$ cat config.mk
export PLATFORM = sky130hd
export DESIGN_NAME = midi_parser
export DESIGN_NICKNAME = d
export VERILOG_FILES = /design/src/rtl/midi_parser_pkg.sv /design/src/rtl/midi_parser.sv
export SDC_FILE = /design/constraint.sdc
export NUM_CORES = 1
export LEC_CHECK = 0
export BUFFER_PORTS_ARGS = -buffer_cell sky130_fd_sc_hd__buf_2
export CELL_PAD_IN_SITES_DETAIL_PLACEMENT = 0
export CELL_PAD_IN_SITES_GLOBAL_PLACEMENT = 1
export CORE_UTILIZATION = 39
export CTS_BUF_LIST = sky130_fd_sc_hd__clkbuf_4
export DETAILED_ROUTE_END_ITERATION = 10
export GPL_TIMING_DRIVEN = 0
export HOLD_SLACK_MARGIN = 0.15
export PLACE_DENSITY = 0.87
export SYNTH_ARGS = -nofsm -noshare
export SYNTH_HDL_FRONTEND = slang
export SYNTH_SLANG_ARGS = --single-unit
$ cat constraint.sdc
create_clock -name clk_i -period 1.5 [get_ports clk_i]
set_clock_uncertainty 0.15 [all_clocks]
set_input_delay 0.15 -clock clk_i [delete_from_list [all_inputs] [get_ports clk_i]]
set_output_delay 0.15 -clock clk_i [all_outputs]
set_load 0.01 [all_outputs]
$ cat src/rtl/midi_parser_pkg.sv
// Shared constants, types and the byte classifier for the MIDI channel-voice parser.
// Optional build macro: MIDI_OMNI_EN (accept all 16 channels).
package midi_parser_pkg;

  localparam int unsigned BYTE_W = 8;
  localparam int unsigned DATA_W = 7;
  localparam int unsigned STATE_W = 2;

  localparam logic [3:0] OP_NOTE_OFF = 4'h8;
  localparam logic [3:0] OP_NOTE_ON  = 4'h9;
  localparam logic [3:0] OP_CC       = 4'hB;
  localparam logic [3:0] OP_PROG     = 4'hC;
  localparam logic [3:0] OP_CHAN_AT  = 4'hD;
  localparam logic [DATA_W-1:0] CC_ALL_OFF = 7'h7B;

  localparam logic [STATE_W-1:0] ST_IDLE    = 2'd0;
  localparam logic [STATE_W-1:0] ST_WAIT_D1 = 2'd1;
  localparam logic [STATE_W-1:0] ST_WAIT_D2 = 2'd2;

  typedef enum logic [1:0] {
    BC_DATA,
    BC_CHANNEL,
    BC_SYSTEM,
    BC_REALTIME
  } byte_class_e;

  typedef struct packed {
    logic              on;
    logic [DATA_W-1:0] num;
    logic [DATA_W-1:0] vel;
  } note_evt_t;

  // Real-time bytes (F8..FF) must be recognised before the generic Fx system class.
  function automatic byte_class_e classify(input logic [BYTE_W-1:0] b);
    byte_class_e c;
    if (!b[7])                c = BC_DATA;
    else if (b >= 8'hF8)      c = BC_REALTIME;
    else if (b[7:4] == 4'hF)  c = BC_SYSTEM;
    else                      c = BC_CHANNEL;
    return c;
  endfunction

  // Program change and channel aftertouch carry a single data byte.
  function automatic logic is_two_byte(input logic [3:0] op);
    return (op != OP_PROG) && (op != OP_CHAN_AT);
  endfunction

endpackage

$ cat src/rtl/midi_parser.sv
// MIDI channel-voice parser: running status, transparent real-time bytes, registered note/all-off events.
// Build option: define MIDI_OMNI_EN to accept messages on every channel.
module midi_parser
  import midi_parser_pkg::*;
#(
  parameter int unsigned MIDI_CHANNEL = 0
) (
  input  logic              clk_i,
  input  logic              rst_i,
  input  logic [BYTE_W-1:0] rxData_i,
  input  logic              rxValid_i,
  output logic              noteValid_o,
  output logic              noteOn_o,
  output logic [DATA_W-1:0] noteNum_o,
  output logic [DATA_W-1:0] velocity_o,
  output logic              allOff_o
);

  logic [STATE_W-1:0] state, state_nxt;
  logic [BYTE_W-1:0]  run_status, run_status_nxt;
  logic [DATA_W-1:0]  d1, d1_nxt;
  logic               chan_ok;
  byte_class_e        bclass;
  logic               ev_note, ev_all;
  note_evt_t          ev;
  note_evt_t          evt_q;

  assign bclass = classify(rxData_i);

`ifdef MIDI_OMNI_EN
  assign chan_ok = 1'b1;
`else
  assign chan_ok = (run_status[3:0] == 4'(MIDI_CHANNEL));
`endif

  // State and message context registers
  always_ff @(posedge clk_i) begin
    if (rst_i) begin
      state      <= ST_IDLE;
      run_status <= '0;
      d1         <= '0;
    end else begin
      state      <= state_nxt;
      run_status <= run_status_nxt;
      d1         <= d1_nxt;
    end
  end

  // Next-state and event decode
  always_comb begin
    state_nxt      = state;
    run_status_nxt = run_status;
    d1_nxt         = d1;
    ev_note        = 1'b0;
    ev_all         = 1'b0;
    ev             = '0;
    if (rxValid_i) begin
      case (bclass)
        BC_REALTIME: ;
        BC_SYSTEM: begin
          run_status_nxt = '0;
          state_nxt      = ST_IDLE;
        end
        BC_CHANNEL: begin
          run_status_nxt = rxData_i;
          state_nxt      = ST_WAIT_D1;
        end
        default: begin
          case (state)
            ST_WAIT_D1: begin
              if (is_two_byte(run_status[7:4])) begin
                d1_nxt    = rxData_i[DATA_W-1:0];
                state_nxt = ST_WAIT_D2;
              end
            end
            ST_WAIT_D2: begin
              state_nxt = ST_WAIT_D1;
              if (chan_ok) begin
                case (run_status[7:4])
                  OP_NOTE_OFF: begin
                    ev_note = 1'b1;
                    ev.num  = d1;
                  end
                  OP_NOTE_ON: begin
                    ev_note = 1'b1;
                    ev.num  = d1;
                    ev.on   = (rxData_i[DATA_W-1:0] != '0);
                    ev.vel  = rxData_i[DATA_W-1:0];
                  end
                  OP_CC: ev_all = (d1 == CC_ALL_OFF);
                  default: ;
                endcase
              end
            end
            ST_IDLE: ;
            default: state_nxt = ST_IDLE;
          endcase
        end
      endcase
    end
  end

  // Registered outputs: strobes for one cycle, event payload held until the next event
  always_ff @(posedge clk_i) begin
    if (rst_i) begin
      noteValid_o <= 1'b0;
      allOff_o    <= 1'b0;
      evt_q       <= '0;
    end else begin
      noteValid_o <= ev_note;
      allOff_o    <= ev_all;
      if (ev_note) evt_q <= ev;
    end
  end

  assign noteOn_o   = evt_q.on;
  assign noteNum_o  = evt_q.num;
  assign velocity_o = evt_q.vel;

endmodule
# [Yosys cells after proc, flatten, opt, wreduce, memory -nomap -nowiden]
# Index checks and enable logic that the tools add are counted.
[word_totals] output_inout_bits=17 elab_cells=59 in_bits=11 register_bits=34
[classes] muxes=19 magnitude_cmp=1 n_bitwise=6 n_eq_ne=14 reduce_logical=11
[op_table] operator="two-way mux 15 bit" count=4
[op_table] operator="== test 4 bit, second input constant" count=4
[op_table] operator="case mux 8 bit (2 select lines)" count=1
[op_table] operator="two-way mux 7 bit" count=2
[op_table] operator="!= test 4 bit, second input constant" count=3
[op_table] operator="case mux 2 bit (3 select lines)" count=2
[op_table] operator="greater-or-equal comparator 8 bit, second input constant" count=1
[op_table] operator="two-way mux 2 bit" count=4
[op_table] operator="AND reduction 4 bit" count=2
[op_table] operator="OR reduction 8 bit" count=1
[op_table] operator="== test 7 bit, second input constant" count=1
[op_table] operator="nonzero test 7 bit" count=1
[op_table] operator="== test 2 bit, second input constant" count=3
[op_table] operator="two-way mux 1 bit" count=6
[op_table] operator="NOT 1 bit" count=6
[op_table] operator="== test 2 x 1 -> 1 bit, second input constant" count=2
[op_table] operator="logical NOT 4 bit" count=1
[op_table] operator="!= test 3 bit, second input constant" count=1
[op_table] operator="OR reduction 3 bit" count=1
[op_table] operator="logical NOT 2 bit" count=1
[op_table] operator="AND reduction 2 bit" count=1
[op_table] operator="nonzero test 2 bit" count=1
[op_table] operator="OR reduction 2 bit" count=1
[op_table] operator="logical AND 1 bit" count=1

# [Longest topological paths before layout]
# Gate-level depths: netlist (run 1).
[logic_depth] depth_word=8 depth_mapped=8 ltp_nobuf=7

# [Worst setup path before layout (run 1)]
# No wires, ideal clock.
[synth_path] kind="input -> register" from="in rxData_i[7]" to="reg evt_q, in the netlist noteNum_o[0]" setup_time_ns=0.072 arrival_time_ns=1.411 slack_ns=-0.132 path_stages=8 path_buffers=1 required_ns=1.278 cell_sequence="nand4_1 o21a_1 inv_1 ha_1 and4bb_1 and4_1 buf_6 mux2i_1"
[synth_via] elab_chain_cells=8 word_cells_on_any_way=13 cone_classes="order compare (1); eq/ne (4); mux (7); reduce/logical (1)"
[synth_lines] item="start, declared" line_no="midi_parser.sv:10" rtl="input logic [BYTE_W-1:0] rxData_i,"
[synth_lines] item="parallel branches: the longest is 3 deep, another holds greater-or-equal comparator 8 bit"
[synth_lines] item="two-way mux 2 bit *" line_no="midi_parser_pkg.sv:36" rtl="if (!b[7]) c = BC_DATA;"
[synth_lines] item="== test 2 x 1 -> 1 bit or == test 2 bit (tied branches)" line_no="midi_parser.sv:58" rtl="case (bclass)"
[synth_lines] item="OR reduction 3 bit (no line) *"
[synth_lines] item="two-way mux 15 bit or two-way mux 1 bit (tied branches)" line_no="midi_parser.sv:58"
[synth_lines] item="two-way mux 15 bit or two-way mux 1 bit (tied branches)" line_no="midi_parser.sv:57" rtl="if (rxValid_i) begin"
[synth_lines] item="end signal, assigned" line_no="midi_parser.sv:112" rtl="if (ev_note) evt_q <= ev;"
[synth_lines] item="end, declared" line_no="midi_parser.sv:26" rtl="note_evt_t evt_q;"
# Mark *: on every way between the ends.
# A chain may end at the register's enable or synchronous reset.

# [Worst setup path in the final report (run 1)]
[layout_path] from="reg run_status[3]" to="reg evt_q, in the netlist noteNum_o[4]"
[layout_via] elab_chain_cells=5 word_cells_on_any_way=9 cone_classes="mux (8); reduce/logical (1)"
[layout_lines] item="start, declared" line_no="midi_parser.sv:20" rtl="logic [BYTE_W-1:0] run_status, run_status_nxt;"
[layout_lines] item="start signal, assigned" line_no="midi_parser.sv:44" rtl="run_status <= run_status_nxt;"
[layout_lines] item="logical NOT 4 bit *" line_no="midi_parser.sv:33" rtl="assign chan_ok = (run_status[3:0] == 4'(MIDI_CHANNEL));"
[layout_lines] item="two-way mux 15 bit or two-way mux 1 bit (tied branches)" line_no="midi_parser.sv:78" rtl="if (chan_ok) begin"
[layout_lines] item="two-way mux 15 bit or two-way mux 1 bit (tied branches)" line_no="midi_parser.sv:69" rtl="case (state)"
[layout_lines] item="two-way mux 15 bit or two-way mux 1 bit (tied branches)" line_no="midi_parser.sv:58"
[layout_lines] item="two-way mux 15 bit or two-way mux 1 bit (tied branches)" line_no="midi_parser.sv:57"
# Mark *: on every way between the ends. The rest lies on a longest branch, timed or not.

==> impl_summary.log, run 1 <==
[metrics] result of the run: finished, violations left
[metrics] violations in the final reports: negative hold slack
[metrics] Synth Warn #: 0
[metrics] final period demand of the worst path: 1470 ps
[metrics] vias in the first global route: around 1400
[metrics] internal cell power: 1.183 mW
[metrics] final hold violations: 1
[metrics] Worst Slack Setup Final: between 30 and 40 ps
[metrics] GR Util All Layers: between 10% and 20%
[metrics] Final Cell Area: approximately 2100 sq um
[metrics] category of the critical setup timing path: reg2reg
[metrics] post-detail-place hpwl: approximately 2.6 mm
[metrics] power share of the clock group: ~29%
[metrics] fraction of final layout cells with drive strength greater than 1: ~26%
[metrics] Hold Path Class: in2reg
[metrics] startpoint class of the critical path: flip-flop
[metrics] insertion delay to the later sink of the worst-skew pair: 340 ps
[metrics] total inserted antenna cells: 0
[metrics] boundary pin count: 28
[metrics] power density relative to cell area: 751.2 nW/um^2
[metrics] Cells after Synth: around 180
[metrics] H-tree depth reported by CTS: 2
[metrics] root buffer selected by CTS: clkbuf_4
[metrics] die area: about 4400 sq um
[metrics] area delta synth->final: 31.88%
[metrics] Detail Route met2 WL: about 1.8 mm
[metrics] final RePlAce weighted congestion: just under 0.8
[metrics] maximum achievable frequency: about 680 MHz
[metrics] metal3 WL: 193 microns
[metrics] Max-Slew Margin vs Limit: 68.61%
[metrics] flop and latch count out of synthesis: 34
[metrics] net switching power figure: 0.4037 mW
[metrics] row cnt: 22
[metrics] delay of the slowest critical-path stage: approximately 350 ps
[metrics] area of the placeable core: approximately 3800 sq um
[metrics] switching share of power: 25.45%
[metrics] final clock period utilization by the worst path: 97.97%
[metrics] post-layout utilization of the core: 55.60%
[metrics] worst path required time: ~1600 ps
[metrics] filler cell count: approximately 380
[metrics] average cell area after synthesis: between 9 and 10 sq um
[metrics] routed wire length per instance: 14.19 microns
[metrics] measured slew at the worst slew-check pin: ~470 ps
[metrics] nets@finish: roughly 240
[metrics] sum of overflow across all layers after global routing: 0
[metrics] highest routed metal layer: met4
[metrics] RSZ-0062 raised after global routing: yes
[metrics] number of distinct standard cells referenced by the synthesized netlist: 32
[metrics] height of the die: between 60 and 70 microns
[metrics] maximum root-to-sink buffer count: 2
[metrics] instance count after placement with tap cells included: 250
[metrics] Total Power Consumption: roughly 1.6 mW
[metrics] number of clock buffers inserted by TritonCTS: 5
[metrics] number of nets in the synthesized netlist: between 150 and 200
[metrics] setup TNS: 0 ps
[metrics] setup violation total in the final timing report: 0
[metrics] register share of total power: between 50 and 60%
[metrics] Max rail drop VDD: between 0.4 and 0.5 mV
[metrics] cell-by-cell trace of the critical path: nor4_4 -> and4_1 -> buf_6 -> mux2i_1
[metrics] Post-Route Hold Slack: -88.42 ps
[metrics] critical path arrival: approximately 1600 ps
[metrics] critical path capture point type: flip-flop
[metrics] area of the mapped netlist: 1602 sq um
[metrics] wire length of the first global-routing pass: 6.210 mm
[metrics] drt initial violations: between 50 and 60
[metrics] Lkg Pwr: slightly below 0.9 nW
[metrics] number of antenna violations at the first check in global routing: 0
[metrics] WL met1: 1.857 mm
[metrics] TritonCTS sink count: 34
[metrics] clock tree from TritonCTS: done
[metrics] initial cell density of the core: a little over two fifths
[metrics] maximum fanout count along the critical path: 6
[metrics] DP Area: ~1800 sq um
[metrics] count of TritonRoute iterations in the first routing pass: 4
[metrics] final max-slew violation count: 0
[metrics] via density per instance: 5.156
[metrics] largest net degree at the start of global routing: 11
[metrics] Layout Cells excl Fill: 275
[metrics] final routed DRC violation total: 0
[metrics] part of the total power dissipated in combinational logic: around 13%
[metrics] count of vias placed by the detailed router: between 1000 and 1500
[metrics] DRT antenna net count: 0
[metrics] x dimension of the die: 66.08 microns
[metrics] Buffers on Ports: 27
[metrics] clk slew on worst S/H paths: about 110 ps
[metrics] DRT Wirelength: between 3 and 4 mm
[metrics] cell with the largest stage delay on the worst path: dfxtp_2
[metrics] part of the Yosys area used for sequential elements: 42.50%
[metrics] Post-Place Worst Slack: -479.4 ps
[metrics] number of max-cap violations: 0
[cells in the mapped netlist]
master / number / area [sq um]
a21oi_1: 16 / 80.08
a311oi_1: 1 / 8.760
and3b_1: 2 / 17.52
and4_1: 1 / 8.760
and4bb_1: 1 / 12.51
and4bb_2: 1 / 12.51
buf_2: 4 / 20.02
buf_6: 2 / 22.52
clkbuf_1: 5 / 18.77
clkbuf_2: 1 / 5.000
dfxtp_1: 34 / 680.7
ha_1: 4 / 50.05
inv_1: 2 / 7.510
mux2i_1: 16 / 160.2
nand2_1: 9 / 33.78
nand2b_1: 23 / 143.9
nand3_1: 23 / 115.1
nand3b_1: 1 / 7.510
nand4_1: 3 / 18.77
nand4b_1: 1 / 8.760
nand4bb_1: 2 / 22.52
nor2_1: 4 / 15.01
nor2b_1: 4 / 25.02
nor4_1: 1 / 6.260
nor4_4: 1 / 21.27
o2111ai_1: 1 / 8.760
o211ai_1: 1 / 7.510
o21a_1: 1 / 7.510
o21ai_0: 7 / 35.03
or2_2: 1 / 6.260
or3_1: 1 / 6.260
or4_1: 1 / 7.510
[critical path, delay by kind of cell (launching register included)]
family | cells | cell delay [ps]
and+or+nand+nor | 2 | 580
DFF | 1 | 350
muxes | 1 | 190
buffers and inverters | 1 | 140
[flip-flops by register name, indices dropped and copies added (netlist names)]
name         count
noteOn_o         1
velocity_o       7
noteNum_o        7
noteValid_o      1
allOff_o         1
d1               7
state            2
run_status       8
[path summary, 6_finish.rpt]
check                startpoint            end  slack [ps]  depth (start not counted)
hold / removal      rxData_i[4]  run_status[4]         -90                          3
hold reg to reg   run_status[4]  run_status[4]         320                          2
setup / recovery  run_status[3]   noteNum_o[4]          30                          4
setup reg to reg  run_status[3]   noteNum_o[4]          30                          4
[layout make-up]
type / count / area [sq um] / area share, %
buffer: 12 / 88.84 / 4.206
clock buffer: 5 / 37.54 / 1.777
clock inverter: 1 / 3.754 / 0.1777
inverter: 2 / 7.507 / 0.3554
multi-input combinational: 127 / 883.3 / 41.82
sequential: 34 / 681.9 / 32.29
tap: 48 / 60.06 / 2.844
timing repair buffer: 46 / 349.1 / 16.53
[layer usage]
layer / vias up / track usage [%]
met5: - / 0
met4: 0 / 5.851
met3: 5 / 4.138
met2: 37 / 30.23
met1: 656 / 24.84
li1: 720 / -
[timing repair]
action	4_1_cts	5_1_grt
endpoints found under the setup margin	24	29
cloned	0	0
endpoints found under the hold margin	26	6
setup buffers	3	3
hold buffers	10	3
pin swaps	4	4
resized for setup	6	15
[power groups by stage]
| stage | clock [mW] | combinational, mW | sequential [mW] |
|---|---|---|---|
| CTS | 0.461 | 0.176 | 0.928 |
| floorplan | 0 | 0.0951 | 0.945 |
| finish | 0.457 | 0.201 | 0.929 |
| global route | 0.488 | 0.216 | 0.931 |
| global placement | 0 | 0.147 | 0.948 |
| detailed placement | 0 | 0.147 | 0.948 |
[placed cells by master, fill, tap and decap left out, drive strengths merged, types with 3 or more instances in the layout]
cell,count
nand4,3
buf,38
dlygate4sd3,12
nor2b,4
nand2,9
o21ai,7
a21oi,16
nand3,23
nor2,4
mux2i,16
ha,4
dfxtp,34
nand2b,23
clkbuf,12
[cells by family (layout without fill, tap and decap cells)]
kind of cell    count (synthesis)  in the layout  share of synthesized area (%)
simple gates                   80             80                          30.55
flops                          34             34                          42.50
compound gates                 27             27                          9.219
mux                            16             16                          10.00
buf+inv                        14             66                          4.609
fa+ha+maj                       4              4                          3.125
Note: power is estimated with default switching activity, not from simulation.
==> run 2, diff against run 1 <==
--- a/config.mk
+++ b/config.mk
@@ -12,7 +12,6 @@
 export CTS_BUF_LIST = sky130_fd_sc_hd__clkbuf_4
 export DETAILED_ROUTE_END_ITERATION = 10
 export GPL_TIMING_DRIVEN = 0
-export HOLD_SLACK_MARGIN = 0.15
 export PLACE_DENSITY = 0.87
 export SYNTH_ARGS = -nofsm -noshare
 export SYNTH_HDL_FRONTEND = slang
==> run 2 against run 1 <==
Net effect: the run now ends clean; via count about the same; register-to-register slack about the same; worst hold slack better by 160 ps; cell area down 1.9%; routed wire length down 1.4%; count of clock-buffer cells in the layout unchanged; worst setup slack worse by 8.3 ps; largest cell class unchanged.
==> impl_summary.log, run 2 (synthesis gave the netlist of run 1 again) <==
[metrics] result of the run: complete, no violations (was finished, violations left)
[metrics] clock tree from TritonCTS: done (unchanged)
[metrics] Buffers on Ports: 27 (unchanged)
[metrics] final RePlAce weighted congestion: 0.7829 (unchanged)
[metrics] most common library cell in the layout ignoring fill and taps: dfxtp_1 (unchanged)
[metrics] number of gates on the worst path with buffers counted: 4 (unchanged)
[metrics] Reg area: 681.9 sq um (unchanged)
[metrics] commonest cells after routing, fill and taps aside: 33 x dfxtp_1, 26 x buf_2, 23 x nand3_1, 22 x nand2b_1 (unchanged)
[metrics] measured slew at the worst slew-check pin: 466.5 ps (was 470.9 ps)
[metrics] final max-slew violation count: 0 (unchanged)
[metrics] Hold Path Class: in2reg (unchanged)
[metrics] number of max-cap violations: 0 (unchanged)
[metrics] setup TNS: 0 ps (unchanged)
[metrics] setup violation total in the final timing report: 0 (unchanged)
[metrics] insertion delay to the later sink of the worst-skew pair: 340 ps (about the same)
[metrics] area of the multi-input gates: 869.6 sq um (was 883.3 sq um)
[metrics] drt initial violations: 49 (was 59)
[metrics] Max rail drop VDD: 0.4353 mV (was 0.4341 mV)
[metrics] largest net degree at the start of global routing: 11 (unchanged)
[metrics] Lkg Pwr: 0.8682 nW (was 0.8829 nW)
[metrics] final routed DRC violation total: 0 (unchanged)
[metrics] critical path arrival: 1600 ps (was 1580 ps)
[metrics] max reg flops: 8 (unchanged)
[metrics] cell with the largest stage delay on the worst path: dfxtp_2 (unchanged)
[metrics] count of TritonRoute iterations in the first routing pass: 4 (unchanged)
[metrics] nets@finish: 241 (was 243)
[metrics] Worst Path Buf+Inv: 1 (unchanged)
[metrics] initial cell density of the core: 42.16% (unchanged)
[metrics] final clock period utilization by the worst path: 98.52% (was 97.97%)
[metrics] worst hold stages: 3 (unchanged)
[metrics] H-tree depth reported by CTS: 2 (unchanged)
[metrics] gate family responsible for the most delay along the worst path: simple AND/OR/NAND/NOR gates (unchanged)
[metrics] row cnt: 22 (unchanged)
[metrics] maximum root-to-sink buffer count: 2 (unchanged)
[metrics] DRT Wirelength: 3.848 mm (was 3.902 mm)
[metrics] Max-Slew Margin vs Limit: 68.78% (was 68.61%)
[metrics] via density per instance: 5.198 (was 5.156)
[metrics] post-detail-place hpwl: 2.565 mm (unchanged)
[metrics] clk slew on worst S/H paths: 100 ps (was 110 ps)
[metrics] height of the die: 66.08 microns (unchanged)
[metrics] vias in the first global route: 1367 (was 1380)
[metrics] worst path required time: 1620 ps (was 1610 ps)
[metrics] largest register by flop count: run_status (unchanged)
[metrics] die area: 4367 sq um (unchanged)
[metrics] cell-by-cell trace of the critical path: nor4_4 -> and4_1 -> buf_6 -> mux2i_1 (unchanged)
[metrics] routed wire length per instance: 14.10 microns (was 14.19 microns)
[metrics] power density relative to cell area: 762.9 nW/um^2 (was 751.2 nW/um^2)
[metrics] RSZ-0062 raised after global routing: yes (unchanged)
[metrics] root buffer selected by CTS: clkbuf_4 (unchanged)
[metrics] boundary pin count: 28 (unchanged)
[metrics] number of cells traversed by the worst register-to-register path: 4 (unchanged)
[metrics] Layout Cells excl Fill: 273 (was 275)
[metrics] number of clock buffers inserted by TritonCTS: 5 (unchanged)
[metrics] instance count after placement with tap cells included: 250 (unchanged)
[metrics] fraction of final layout cells with drive strength greater than 1: 25.78% (was 25.55%)
[metrics] maximum achievable frequency: 676.7 MHz (was 680.5 MHz)
[metrics] area of the placeable core: 3799 sq um (unchanged)
[metrics] count of vias placed by the detailed router: 1419 (was 1418)
[metrics] Worst Slack Setup Final: 22.18 ps (was 30.49 ps)
[metrics] Post-Place Worst Slack: -479.4 ps (unchanged)
[metrics] total inserted antenna cells: 0 (unchanged)
[metrics] TritonCTS sink count: 34 (unchanged)
[metrics] number of antenna violations at the first check in global routing: 0 (unchanged)
[metrics] area delta synth->final: 29.38% (was 31.88%)
[metrics] wire length of the first global-routing pass: 6.161 mm (was 6.210 mm)
[metrics] critical path capture point type: flip-flop (unchanged)
[metrics] post-layout utilization of the core: 54.55% (was 55.60%)
[metrics] category of the critical setup timing path: reg2reg (unchanged)
[metrics] final hold violations: 0 (was 1)
[metrics] x dimension of the die: 66.08 microns (unchanged)
[metrics] sum of overflow across all layers after global routing: 0 (unchanged)
[metrics] startpoint class of the critical path: flip-flop (unchanged)
[metrics] Post-Route Hold Slack: 66.98 ps (was -88.42 ps)
[metrics] final period demand of the worst path: 1478 ps (was 1470 ps)
[metrics] GR Util All Layers: 18.66% (was 18.80%)
[metrics] maximum fanout count along the critical path: 6 (unchanged)
[metrics] delay of the slowest critical-path stage: 350 ps (about the same)
[metrics] DRT antenna net count: 0 (unchanged)
[metrics] filler cell count: 372 (was 382)
[run 2: layout make-up]
class                   count  area share (%)
multi-input cells         127           41.97
well taps                  48           2.899
flip-flops and latches     34           32.91
inverters                   2          0.3623
plain buffers              12           4.287
repair buffers             44           15.58
clock inverters             1          0.1812
clock buffers               5           1.812
[run 2: what timing repair did]
action,CTS,global route
gates resized for setup,6,12
hold endpoints to repair,22,0
hold buffers,8,0
pin swaps,4,3
setup buffers,3,6
setup endpoints to repair,24,23
[run 2: worst reg2reg max path: stages (launching register included)]
cell and delay [ps]:
dfxtp_2 350, nor4_4 330, and4_1 260, buf_6 140
mux2i_1 190
[run 2: power by group]
part,total [mW],internal [mW],switching [mW]
Combinational,0.196,0.103,0.0927
Clock,0.456,0.160,0.296
Sequential,0.929,0.915,0.0133
[run 2: worst paths after layout]
check | start | endpoint | slack [ps]
setup reg to reg | run_status[3] | noteNum_o[4] | 20
setup / recovery | run_status[3] | noteNum_o[4] | 20
hold reg to reg | run_status[4] | run_status[4] | 330
hold / removal | rst_i | allOff_o | 70
[run 2: routing by layer]
layer	global-route usage [%]	wire length, microns	up-vias
met5	0	0	-
met2	30.48	1772	35
met4	4.787	36	0
met1	24.63	1861	663
li1	-	-	716
met3	4.138	179	5
[run 2: per-stage QoR]
step	power, mW	area (sq um)
after detailed placement	1.095	1824
after global routing	1.630	2072
after global placement	1.095	1824
after floorplan	1.040	1629
final	1.581	2072
after CTS	1.561	1979
